==> config.mk <==
export PLATFORM = sky130hd
export DESIGN_NAME = pipe_stage_hs_reg
export DESIGN_NICKNAME = d
export VERILOG_FILES = /design/src/rtl/pipe_pkg.sv /design/src/rtl/pipe_stage_hs_reg.sv
export SDC_FILE = /design/constraint.sdc
export NUM_CORES = 1
export LEC_CHECK = 0
export ABC_CLOCK_PERIOD_IN_PS = 2600
export BUFFER_PORTS_ARGS = -buffer_cell sky130_fd_sc_hd__buf_2
export CELL_PAD_IN_SITES_DETAIL_PLACEMENT = 0
export CELL_PAD_IN_SITES_GLOBAL_PLACEMENT = 2
export CORE_MARGIN = 3
export CORE_UTILIZATION = 34
export DETAILED_ROUTE_END_ITERATION = 7
export PLACE_DENSITY_LB_ADDON = 0.05
export SKIP_LAST_GASP = 1
export SYNTH_ARGS = -nofsm -noshare
export SYNTH_HDL_FRONTEND = slang
export SYNTH_SLANG_ARGS = --single-unit
==> constraint.sdc <==
create_clock -name clk_i -period 2.6 [get_ports clk_i]
set_input_delay 0.13 -clock clk_i [delete_from_list [all_inputs] [get_ports clk_i]]
set_output_delay 0.13 -clock clk_i [all_outputs]
set_load 0.02 [all_outputs]
==> src/rtl/pipe_pkg.sv <==
// Shared definitions for handshake pipeline stages: state encoding and occupancy width.
package pipe_pkg;

    localparam int unsigned OCC_W = 2;

    // Encoding equals the number of live entries in each state.
    typedef enum logic [1:0] {
        ST_EMPTY   = 2'd0,
        ST_FULL    = 2'd1,
        ST_SKIDDED = 2'd2
    } stage_state_e;

endpackage

==> src/rtl/pipe_stage_hs_reg.sv <==
// Valid/ready pipeline register with optional two-entry skid buffer, stall freeze and flush.
// The head entry always sits in main_q so out_data_o comes straight from a flop.
module pipe_stage_hs_reg
    import pipe_pkg::*;
#(
    parameter int unsigned       DATA_W         = 32,
    parameter bit                SKID           = 1'b1,
    parameter bit                CLEAR_ON_FLUSH = 1'b1,
    parameter logic [DATA_W-1:0] RESET_VAL      = '0
) (
    input  logic              clk_i,
    input  logic              rst_i,
    input  logic              stall_i,
    input  logic              flush_i,
    input  logic              in_valid_i,
    output logic              in_ready_o,
    input  logic [DATA_W-1:0] in_data_i,
    output logic              out_valid_o,
    input  logic              out_ready_i,
    output logic [DATA_W-1:0] out_data_o,
    output logic [OCC_W-1:0]  occupancy_o
);

    stage_state_e      state_q, state_d;
    logic [DATA_W-1:0] main_q, main_d;
    logic [DATA_W-1:0] skid_q;
    logic              accept;
    logic              issue;

    assign out_valid_o = (state_q != ST_EMPTY);
    assign out_data_o  = main_q;

    // With a skid slot in_ready depends only on state, so it is effectively registered.
    always_comb begin
        if (SKID) begin
            in_ready_o = (state_q != ST_SKIDDED) && !stall_i;
        end else begin
            in_ready_o = (!out_valid_o || out_ready_i) && !stall_i;
        end
    end

    assign accept = in_valid_i && in_ready_o;
    assign issue  = out_valid_o && out_ready_i && !stall_i;

    always_comb begin
        occupancy_o = '0;
        case (state_q)
            ST_EMPTY:   occupancy_o = 2'd0;
            ST_FULL:    occupancy_o = 2'd1;
            ST_SKIDDED: occupancy_o = 2'd2;
            default:    occupancy_o = 2'd0;
        endcase
    end

    always_comb begin
        state_d = state_q;
        main_d  = main_q;
        if (flush_i) begin
            state_d = ST_EMPTY;
            if (CLEAR_ON_FLUSH) begin
                main_d = RESET_VAL;
            end
        end else if (!stall_i) begin
            case (state_q)
                ST_EMPTY: begin
                    if (accept) begin
                        state_d = ST_FULL;
                        main_d  = in_data_i;
                    end
                end
                ST_FULL: begin
                    if (accept && issue) begin
                        main_d = in_data_i;
                    end else if (issue) begin
                        state_d = ST_EMPTY;
                    end else if (accept && SKID) begin
                        state_d = ST_SKIDDED;
                    end
                end
                ST_SKIDDED: begin
                    if (issue) begin
                        state_d = ST_FULL;
                        main_d  = skid_q;
                    end
                end
                default: state_d = ST_EMPTY;
            endcase
        end
    end

    always_ff @(posedge clk_i or posedge rst_i) begin
        if (rst_i) begin
            state_q <= ST_EMPTY;
            main_q  <= RESET_VAL;
        end else begin
            state_q <= state_d;
            main_q  <= main_d;
        end
    end

    generate
        if (SKID) begin : g_skid
            logic [DATA_W-1:0] skid_d;

            // Skid slot only captures when the head is occupied and not leaving.
            always_comb begin
                skid_d = skid_q;
                if (flush_i) begin
                    if (CLEAR_ON_FLUSH) begin
                        skid_d = RESET_VAL;
                    end
                end else if ((state_q == ST_FULL) && accept && !issue) begin
                    skid_d = in_data_i;
                end
            end

            always_ff @(posedge clk_i or posedge rst_i) begin
                if (rst_i) begin
                    skid_q <= RESET_VAL;
                end else begin
                    skid_q <= skid_d;
                end
            end
        end else begin : g_no_skid
            assign skid_q = RESET_VAL;
        end
    endgenerate

endmodule

==> results of run 1 <==
-- where the power goes --
part	switching, W	internal [W]	total (W)
logic	0.00152	0.000901	0.00243
clock network	0.000431	0.000469	0.000900
registers	0.000148	0.00128	0.00143
total	0.00210	0.00265	0.00475
-- sequential cells by signal (all words and copies together), names as in the netlist --
signal	cells
skid_q	32
out_data_o	32
state_q	2
-- placed cells by master (no fill, tap or decap), types with 5 or more instances in the layout --
cell type,count
dfrtp_1,66
mux2i_1,34
inv_1,5
and4_1,33
nand2_1,66
a31oi_1,33
nor3_2,32
buf_2,72
a21oi_1,32
buf_4,9
clkbuf_8,10
-- worst max-delay path by stage --
stage / start / cells past startpoint / end / slack [ps]
finish: state_q[0] / 7 / out_data_o[3] / 540
floorplan: state_q[0] / 8 / out_data_o[11] / 430
global placement: state_q[0] / 7 / out_data_o[22] / 610
global route: state_q[0] / 7 / out_data_o[23] / 420
detailed placement: state_q[0] / 7 / out_data_o[23] / 560
CTS: state_q[0] / 7 / out_data_o[23] / 540
-- logic make-up after synthesis --
logic type | synth area share, %
fa+ha+maj | 1.38
compound gates | 11.8
buf+inv | 6.83
mux | 9.38
xor+xnor | 0.241
simple gates | 24.9
flops | 45.5
-- per-layer routing --
| metal | vias to the layer above | share of wire [%] | routed length, um | track usage, % |
|---|---|---|---|---|
| met5 | - | 0 | 0 | 0 |
| met4 | 0 | 0.91 | 89 | 5.34 |
| met3 | 8 | 3.8 | 375 | 3.35 |
| met2 | 59 | 48 | 4710 | 28.2 |
| met1 | 1423 | 47 | 4590 | 24.0 |
| li1 | 1409 | - | - | - |
-- through the flow --
stage	utilization, %	area, um2
2_1_floorplan	-	3630
3_5_place_dp	39.3	4080
3_3_place_gp	39.3	4080
5_1_grt	41.4	4290
4_1_cts	41.4	4290
6_report	41.4	4290
-- worst max-delay path, stage by stage, from the launching register on --
cell and delay (ps):
dfrtp_1 380, inv_1 90, ha_2 270, buf_4 240, o21ai_4 170, buf_4 410, and4_1 290, nor3_2 40
-- repair_timing --
action                                  in CTS  in global routing
endpoints found under the hold margin       66                  0
hold buffers                                 1                  0
endpoints found under the setup margin       0                  0
-- cell type report --
type,count,area share (%)
clock buffers,10,3.21
clock inverters,6,1.54
inverters,7,0.612
multi-input cells,248,40.6
flip-flops and latches,66,38.5
well taps,136,3.96
repair buffers,85,11.6
==> impl_metrics.toml, run 1 <==
[grt]
grt.total_usage_pct = 17.6
grt_pass1_vias = 3092
grt_pass1_wl_um = 16300
grt.overflow.total = 0
antenna_found_initial = 0
grt_max_degree = 67

[route]
drt_iter0_drc = 156
vias = 2899
drc_errors = 0
ant_nets = 0
viasPerCell = 5.20
wl_um = 9770
dr.pass1.iters = 4
avgRoutedWirePerCell_um = 17.5

[sta]
fmax_ghz = 0.486
finalCritPeriodShare_pct = 79.1
final.setup.tns_ps = 0
setup_viol = 0
min_period_ps = 2060
maxSlewViolCount = 0
holdWs_ps = 18.3
fin_ws_ps = 543
finalHoldViolations = 0
worst_pin_slew_ps = 599
rsz0062_at_grt = "no"
slew_headroom_pct = 60.1
clock_skew_ps = 11.2

[logic_synthesis]
synth_ff_type = "dfrtp_1"
synth_cells = 358
syn_area_um2 = 3630
synth_cell_types = 27
synth.avg_cell_area_um2 = 10.1
synth_seq_cells = 66
synth_common_cells = "dfrtp_1 (66), nand2_1 (66), mux2i_1 (34), a31oi_1 (33), and4_1 (33)"
syn-num-nets = 400
yosysSeqAreaShare_pct = 45.5
synth_top_cells_by_area = "dfrtp_1 (46%), mux2i_1 (9.4%), nor3_2 (8.8%)"
synth_largest_area_cell = "dfrtp_1"
synth_warnings = 0
synth_top_area_share_pct = 45.5
async_reset_ff_share_pct = 100
synth_edf_count = 0

[worst_setup_path]
r2r-start = "state_q[0]"
r2r_end = "out_data_o[3]"
cp.arrival_ps = 2260
crit_required_ps = 2800
r2r_cells = 7
critical_path_class = "flip-flop to flip-flop"
path_max_fanout = 46
endpoint_kind = "flip-flop"
reg2reg_slack_ps = 540
start_kind = "flip-flop"

[floorplanning]
initial_utilization_pct = 35.0
core_um2 = 10400
num_rows = 37
die_x_um = 109
ios = 74
die_height_um = 109
die-area_um2 = 12000

[layout]
multi_input_area_um2 = 1740
fillerInstances = 1083
regArea_um2 = 1650
diodes = 0
stdcell_count = 558
drive_above_1_share_pct = 32.7
synthToLayoutAreaGrowth_pct = 18.3
nNetsFinal = 459

[clocking]
clock_latency_ps = 340
clk_pin_slew_ps = 80
cts_sinks = 66
numCtsBuffers = 9
cts_max_path_buffers = 2
root_buffer = "clkbuf_8"
post_cts_buffers = 0
post_cts_resized = 0
cts_tree = "built"
cts_max_level = 3

[power_and_ir_drop]
power.density_nw_per_um2 = 1110
peakVddDrop_mv = 0.546
p_leak_nw = 1.85
power_w = 0.00475

[min_path]
worst_hold_path_type = "input port to flip-flop"
worstHoldPathCells = 3
holdPathEnd = "skid_q[25]"
worstHoldStart = "in_data_i[25]"

[placed_design]
place_hpwl_um = 5800
dp_cells = 541
gp_congestion = 0.788
io_buffers = 73
dp_slack_ps = 558

[run_status]
status = "complete, no violations"

[run]
drv_cap = 0
Power figures use the tool's default switching activity.
==> inputs of run 2 (changes only) <==
--- a/config.mk
+++ b/config.mk
@@ -5,7 +5,7 @@
 export SDC_FILE = /design/constraint.sdc
 export NUM_CORES = 1
 export LEC_CHECK = 0
-export ABC_CLOCK_PERIOD_IN_PS = 2600
+export ABC_CLOCK_PERIOD_IN_PS = 1900
 export BUFFER_PORTS_ARGS = -buffer_cell sky130_fd_sc_hd__buf_2
 export CELL_PAD_IN_SITES_DETAIL_PLACEMENT = 0
 export CELL_PAD_IN_SITES_GLOBAL_PLACEMENT = 2
==> constraint.sdc (replaced) <==
create_clock -name clk_i -period 1.9 [get_ports clk_i]
set_input_delay 0.095 -clock clk_i [delete_from_list [all_inputs] [get_ports clk_i]]
set_output_delay 0.095 -clock clk_i [all_outputs]
set_load 0.02 [all_outputs]
==> run 2 against run 1 <==
Net effect:
- clock power grew 22%
- critical path depth grew 1
- critical endpoint is now out_data_o[29]
- sequential cell count is the same
- register-to-register slack lost 540 ps
- largest cell class unchanged
- sequential share of layout area shrank 4.8 points
- sequential power grew 38%
- clock skew shrank 3.1 ps
- critical path type unchanged
==> impl_metrics.toml, run 2 (synthesized netlist as in run 1, its figures left out) <==
[run_status]
status = "complete, no violations"

[worst_setup_path]
crit_path_end = "out_data_o[29]"
start_kind = "flip-flop"
endpoint_kind = "flip-flop"
r2r_end = "out_data_o[29]"
cp.arrival_ps = 2110
r2r-start = "state_q[0]"
crit_required_ps = 2120
critical_path_class = "flip-flop to flip-flop"
path_max_fanout = 8
r2r_cells = 8
reg2reg_slack_ps = 5
crit_start = "state_q[0]"

[route]
dr.pass1.iters = 5
wl_um = 10500
vias = 3156
drc_errors = 0
drt_iter0_drc = 163
viasPerCell = 5.24
ant_nets = 0
avgRoutedWirePerCell_um = 17.4

[floorplanning]
die_x_um = 109
die_height_um = 109
core_um2 = 10400
initial_utilization_pct = 35.0
die-area_um2 = 12000
ios = 74
num_rows = 37

[sta]
setup_viol = 0
finalCritPeriodShare_pct = 99.7
maxSlewViolCount = 0
min_period_ps = 1890
slew_headroom_pct = 62.5
rsz0062_at_grt = "yes"
fmax_ghz = 0.528
finalHoldViolations = 0
clock_skew_ps = 8.18
worst_pin_slew_ps = 561

[power_and_ir_drop]
peakVddDrop_mv = 0.805
seqPwrFrac_pct = 26.0
p_comb_share_pct = 59.5
power.density_nw_per_um2 = 1550
power_w = 0.00761
internal_power_w = 0.00434
p_leak_nw = 2.13
clkPwrFrac_pct = 14.5
p_sw_share_pct = 42.9
switchingPower_w = 0.00327

[layout]
most-common-layout-cells = "buf_2 (72), nand2_1 (66), dfrtp_1 (65)"
stdcell_count = 602
synthToLayoutAreaGrowth_pct = 35.5
drive_above_1_share_pct = 35.6
diodes = 0
final_common_cell = "buf_2"
nNetsFinal = 503

[clocking]
cts_tree = "built"
clk_pin_slew_ps = 80
numCtsBuffers = 9
root_buffer = "clkbuf_8"
cts_sinks = 66
clock_latency_ps = 340
cts_max_path_buffers = 2
cts_max_level = 3

[grt]
antenna_found_initial = 0
grt_pass1_wl_um = 16500
grt_pass1_vias = 3031
grt.total_usage_pct = 17.8
grt_max_degree = 65
grt.overflow.total = 0

[min_path]
worst_hold_path_type = "input port to flip-flop"
worstHoldPathCells = 3

[placed_design]
io_buffers = 73
gp_congestion = 0.780
place_hpwl_um = 5860
dp_cells = 549

[run]
drv_cap = 0
==> run 2: cell count changes in the layout (fill, tap and decap cells not counted), moves of 3 or more <==
cell           change
buf_12             +7
buf_6              +3
clkbuf_16          +4
dlygate4sd3_1     +28
inv_1              -3
inv_2              +3
==> run 2: cell type report <==
| class | count | area (um2) |
|---|---|---|
| fillers | 1013 | 5450 |
| flip-flops and latches | 66 | 1650 |
| clock inverters | 6 | 41.3 |
| clock buffers | 10 | 138 |
| inverters | 7 | 26.3 |
| multi-input cells | 248 | 1820 |
| well taps | 136 | 170 |
| repair buffers | 129 | 1070 |
==> run 2: layer usage <==
metal  routed length, um  up-vias  global-route usage (%)
met5                   0        -                       0
met4                 114        0                    5.08
met3                 431       10                    3.23
met2                4700       63                    27.4
met1                5210     1587                    25.7
li1                    -     1496                       -
==> run 2: worst min-delay path by stage <==
stage / endpoint / start / slack [ps]
3_3_place_gp: skid_q[15] / rst_i / 190
5_1_grt: skid_q[20] / in_data_i[20] / 10
3_5_place_dp: skid_q[15] / rst_i / 190
2_1_floorplan: skid_q[0] / in_data_i[0] / 230
6_report: skid_q[11] / in_data_i[11] / 10
4_1_cts: skid_q[20] / in_data_i[20] / 0.9
==> run 2: critical path, cell delays in order (launching register included) <==
cell,delay [ps]
dfrtp_1,380
inv_2,80
ha_4,170
nand2b_4,150
o41ai_4,330
buf_6,240
clkbuf_16,180
and4_1,210
nor3_2,40
==> run 2: power by group through the flow <==
stage                     logic, W  registers (W)  clock network, W
final                      0.00453        0.00198           0.00110
after global routing       0.00487        0.00202           0.00121
after CTS                  0.00380        0.00198           0.00114
after detailed placement   0.00366        0.00200                 0
after global placement     0.00360        0.00201                 0
after floorplan            0.00235        0.00232                 0
==> run 2: repair_timing <==
action / CTS / global route
endpoints found under the setup margin: 32 / 62
hold buffers: 29 / 0
endpoints found under the hold margin: 51 / 0
gates cloned: 0 / 5
setup buffers: 1 / 2
pin swaps: 1 / 8
resized for setup: 3 / 14
==> run 2: stage by stage <==
step                setup WS [ps]  util [%]  instance area (um2)  hold WS (ps)  TNS [ps]
finish                       5.30      47.4                 4920          14.5         0
global route                -55.0      47.4                 4920          11.9     -1080
CTS                         -11.2      45.7                 4740         0.935     -88.4
detailed placement           -112      41.0                 4250           187     -2460
global placement            -53.4      41.0                 4250           185     -1070
floorplan                    -156         -                 3690           226     -5190
